File: src/rtl/median_filter_stream.sv
// Streaming sliding-window rank filter: median, min or max of the last WIN samples,
// with ready/valid handshakes and one registered output stage.
module median_filter_stream #(
  parameter int unsigned WIDTH = 8,
  parameter int unsigned WIN   = 3
) (
  input  logic                       clk,
  input  logic                       rst,
  input  logic                       clear,
  input  logic [1:0]                 mode,
  input  logic                       in_valid,
  input  logic [WIDTH-1:0]           in_data,
  output logic                       in_ready,
  output logic                       out_valid,
  output logic [WIDTH-1:0]           out_data,
  input  logic                       out_ready,
  output logic [$clog2(WIN+1)-1:0]   fill
);

  localparam int unsigned FW  = $clog2(WIN + 1);
  localparam int unsigned MED = (WIN - 1) / 2;

  generate
    if (WIN < 3 || WIN > 9 || (WIN % 2) == 0) begin : g_bad_win
      $error("median_filter_stream: WIN must be odd and within 3..9");
    end
  endgenerate

  logic [WIDTH-1:0] win  [WIN];
  logic [WIDTH-1:0] nwin [WIN];
  logic [WIDTH-1:0] sel;
  logic [FW-1:0]    rank;
  logic             accept;
  logic             post_full;

  assign in_ready  = !out_valid || out_ready;
  assign accept    = in_valid && in_ready;
  assign post_full = (fill >= FW'(WIN - 1));

  // Post-shift window and target rank for the current mode
  always_comb begin
    nwin[0] = in_data;
    for (int k = 1; k < WIN; k++) begin
      nwin[k] = win[k-1];
    end
    case (mode)
      2'd1:    rank = '0;
      2'd2:    rank = FW'(WIN - 1);
      default: rank = FW'(MED);
    endcase
  end

  // Rank select: index ties resolve by position, so exactly one element matches
  always_comb begin
    logic [FW-1:0] cnt;
    sel = '0;
    cnt = '0;
    for (int i = 0; i < WIN; i++) begin
      cnt = '0;
      for (int j = 0; j < WIN; j++) begin
        if ((nwin[j] < nwin[i]) || ((nwin[j] == nwin[i]) && (j < i))) begin
          cnt = cnt + FW'(1);
        end
      end
      if (cnt == rank) begin
        sel = nwin[i];
      end
    end
  end

  // Window shift, fill count and registered output stage
  always_ff @(posedge clk) begin
    if (rst) begin
      for (int k = 0; k < WIN; k++) begin
        win[k] <= '0;
      end
      fill      <= '0;
      out_valid <= 1'b0;
      out_data  <= '0;
    end else if (clear) begin
      fill      <= '0;
      out_valid <= 1'b0;
    end else begin
      if (accept) begin
        for (int k = 0; k < WIN; k++) begin
          win[k] <= nwin[k];
        end
        fill <= (fill == FW'(WIN)) ? fill : fill + FW'(1);
      end
      if (accept && post_full) begin
        out_valid <= 1'b1;
        out_data  <= sel;
      end else if (out_ready) begin
        out_valid <= 1'b0;
      end
    end
  end

endmodule

File: config.mk
export PLATFORM = sky130hd
export DESIGN_NAME = median_filter_stream
export DESIGN_NICKNAME = d
export VERILOG_FILES = /design/src/rtl/median_filter_stream.sv
export SDC_FILE = /design/constraint.sdc
export NUM_CORES = 1
export LEC_CHECK = 0
export CAP_MARGIN = 20
export CORE_ASPECT_RATIO = 0.7
export CORE_UTILIZATION = 50
export DETAILED_ROUTE_END_ITERATION = 16
export PLACE_DENSITY = 0.84
export SLEW_MARGIN = 20
export SYNTH_ARGS = -nofsm -noshare
export SYNTH_HDL_FRONTEND = slang
export SYNTH_SLANG_ARGS = --single-unit
export TNS_END_PERCENT = 30
File: constraint.sdc
create_clock -name clk -period 3.2 [get_ports clk]
set_clock_uncertainty 0.2 [all_clocks]
set_input_delay 0.64 -clock clk [delete_from_list [all_inputs] [get_ports clk]]
set_output_delay 0.64 -clock clk [all_outputs]
set_load 0.03 [all_outputs]
==> reports/results.tsv, run 1 <==
metric	value	unit
outcome	complete, no violations	
Pre-antenna DRT Iters	4	
top-level I/O count	27	
final core occ	71.3	%
CTS root buffer	clkbuf_8	
Mapped Avg Cell Area	9.75	sq um
met2 wire length	2.37	mm
CTS tree	done	
Crit. End Element	flip-flop	
met3 wire length	394	microns
final setup violation count	0	
Core Region	0.00354	sq mm
# diodes	0	
maxcap violations	0	
main area contributors after synthesis	edfxtp_1 (26%), ha_1 (20%), dfxtp_1 (12%), inv_1 (3.9%), a311oi_1 (3.8%)	
Yosys top cell area share	25.9	%
post-synth cell types	30	
DIE AREA	0.00395	sq mm
clock latency at the later pin of the worst-skew pair	0.27	ns
cell leakage power	1.04	nW
Die W	74.7	microns
worst slew margin relative to its limit	67.1	%
WP data required	3.18	ns
first-pass GRT wire length	7.29	mm
max layer used	met4	
commonest non-fill, non-tap cells in the layout	ha_1 (24), inv_1 (18), clkdlybuf4s50_1 (18)	
clock sinks	27	
initial core utilization	52.4	%
CP Launch Type	input pin	
YS warnings	0	
GRT Total Usage	25.4	%
worst-path fanout max	8	
vias in the first global route	1554	
clk buf depth	2	
Mapped Area	0.00185	sq mm
slack of the critical path	0.0684	ns
Num CTS Buffers	3	
Final min period	3.13	ns
Hold Violations, Final	0	
P&R area growth vs syn	36.1	%
register area share after synthesis	37.8	%
dpl hpwl	3.58	mm
post-DR wirelength/cell	17.0	microns
DRT Wirelength	4.87	mm
Pwr per Cell Area	378	mW/mm^2
Peak supply drop	210	uV
critical path type	input pin to flip-flop	
Max Fclk	0.319	GHz
clock slew at reported path FFs	0.09	ns
part of the cycle the worst path needs	97.9	%
Port Buffers	26	
share of cells above drive strength 1	21.9	%
vias per inst	5.75	
max-slew violations	0	
H-tree depth	1	
antenna violations before repair	0	
area leader, netlist	edfxtp_1	
Antenna Nets Post-Route	0	
slew at the pin with the worst max-slew slack	0.491	ns
M1 wire length	2.05	mm
via count	1651	
initial DRC count	94	
Arr. time, crit path	3.11	ns
pre-CTS setup slack	-0.738	ns
Cells after Synth	190	
largest net degree at the start of global routing	15	
DRC viols	0	
Hold Crit Class	flip-flop to flip-flop	
Synth Net Count	235	
Overflow after GRT	0	
FP Rows	18	
most common cell after layout, fill and taps aside	ha_1	
cts hold-fix bufs	0	
Yosys reg bits	27	
RePlAce Congestion	0.842	
Final Net Count	283	
Die Height	52.9	microns
power by group:
group / total (mW) / leakage [nW] / switching, mW / internal, mW
combinational: 0.360 / 0.751 / 0.194 / 0.167
clock: 0.193 / 0.0228 / 0.103 / 0.0893
sequential: 0.399 / 0.262 / 0.0134 / 0.385
critical path: stages:
cell and delay [ns]:
dlygate4sd2_1 0.25, buf_4 0.16, ha_4 0.27, nand4_1 0.16
nand2b_4 0.19, o22a_1 0.20, ha_4 0.28, xor2_1 0.19
nor2_2 0.08, nor3_4 0.20, buf_12 0.15, nand2_2 0.06
a311oi_2 0.28
cell families after synthesis:
family,after synthesis,share of synthesized area [%]
and+or+nand+nor,60,17.8
buffers and inverters,23,4.66
AOI/OAI and AO/OA,43,16.1
xor gates and xnor gates,7,3.31
DFF,27,37.8
adders and majority gates,30,20.3
metal layers:
metal | track usage (%) | up-vias
li1 | - | 803
met1 | 33.7 | 762
met2 | 42.3 | 77
met3 | 4.95 | 9
met4 | 6.92 | 0
met5 | 0 | -
layout make-up:
class / instances / area (sq um)
multi-input cells: 140 / 1220
fillers: 270 / 1010
flip-flops and latches: 27 / 701
repair buffers: 47 / 424
inverters: 19 / 71.3
well taps: 50 / 62.6
clock buffers: 4 / 45.0
stage by stage:
stage	power [mW]	instance area, sq um	hold slack [ns]	TNS, ns	instances
after global routing	0.994	2520	0.407	-0.0959	287
after CTS	0.913	2430	0.378	0	286
after detailed placement	0.690	2300	0.363	-5.62	281
after floorplan	0.581	1850	0.378	0	190
after global placement	0.679	2300	0.353	-4.75	281
final	0.952	2520	0.386	0	287
repair_timing:
item                                    CTS  global route
buffers inserted                          1             2
resized for setup                        19            21
endpoints found under the setup margin    8             8
pin swaps                                 9            14
flip-flops by register name, indices dropped and copies added, names as in the netlist:
signal     flops
win           16
fill           2
out_valid      1
out_data       8
cells in the mapped netlist (all sizes together):
cell     count
ha          30
inv         19
nand2       18
edfxtp      16
dfxtp       11
o22ai       10
nor4         9
a311oi       8
a21o         7
and2         7
nor2         7
nand4        6
xor2         6
a21oi        5
nand2b       5
o21ai        5
clkbuf       4
nor3         4
a211oi       2
nor2b        2
o21bai       2
o22a         2
a2111oi      1
nand3        1
nor3b        1
o21a         1
xnor2        1
worst paths after layout:
path	slack, ns	from	cells after the start	endpoint
worst max-delay path	0.07	in_data[7]	13	out_data[7]
worst min-delay path	0.39	out_data[1]	2	out_data[1]
worst max register to register	0.13	win[0][13]	13	out_data[7]
worst min register to register	0.39	out_data[1]	2	out_data[1]
(Power assumes the default switching activity.)
==> inputs of run 2 (changes only) <==
ABC_CLOCK_PERIOD_IN_PS = 3200   (was default)
==> results of run 2 <==
Final layout, timing and power as in run 1 (identical DEF).
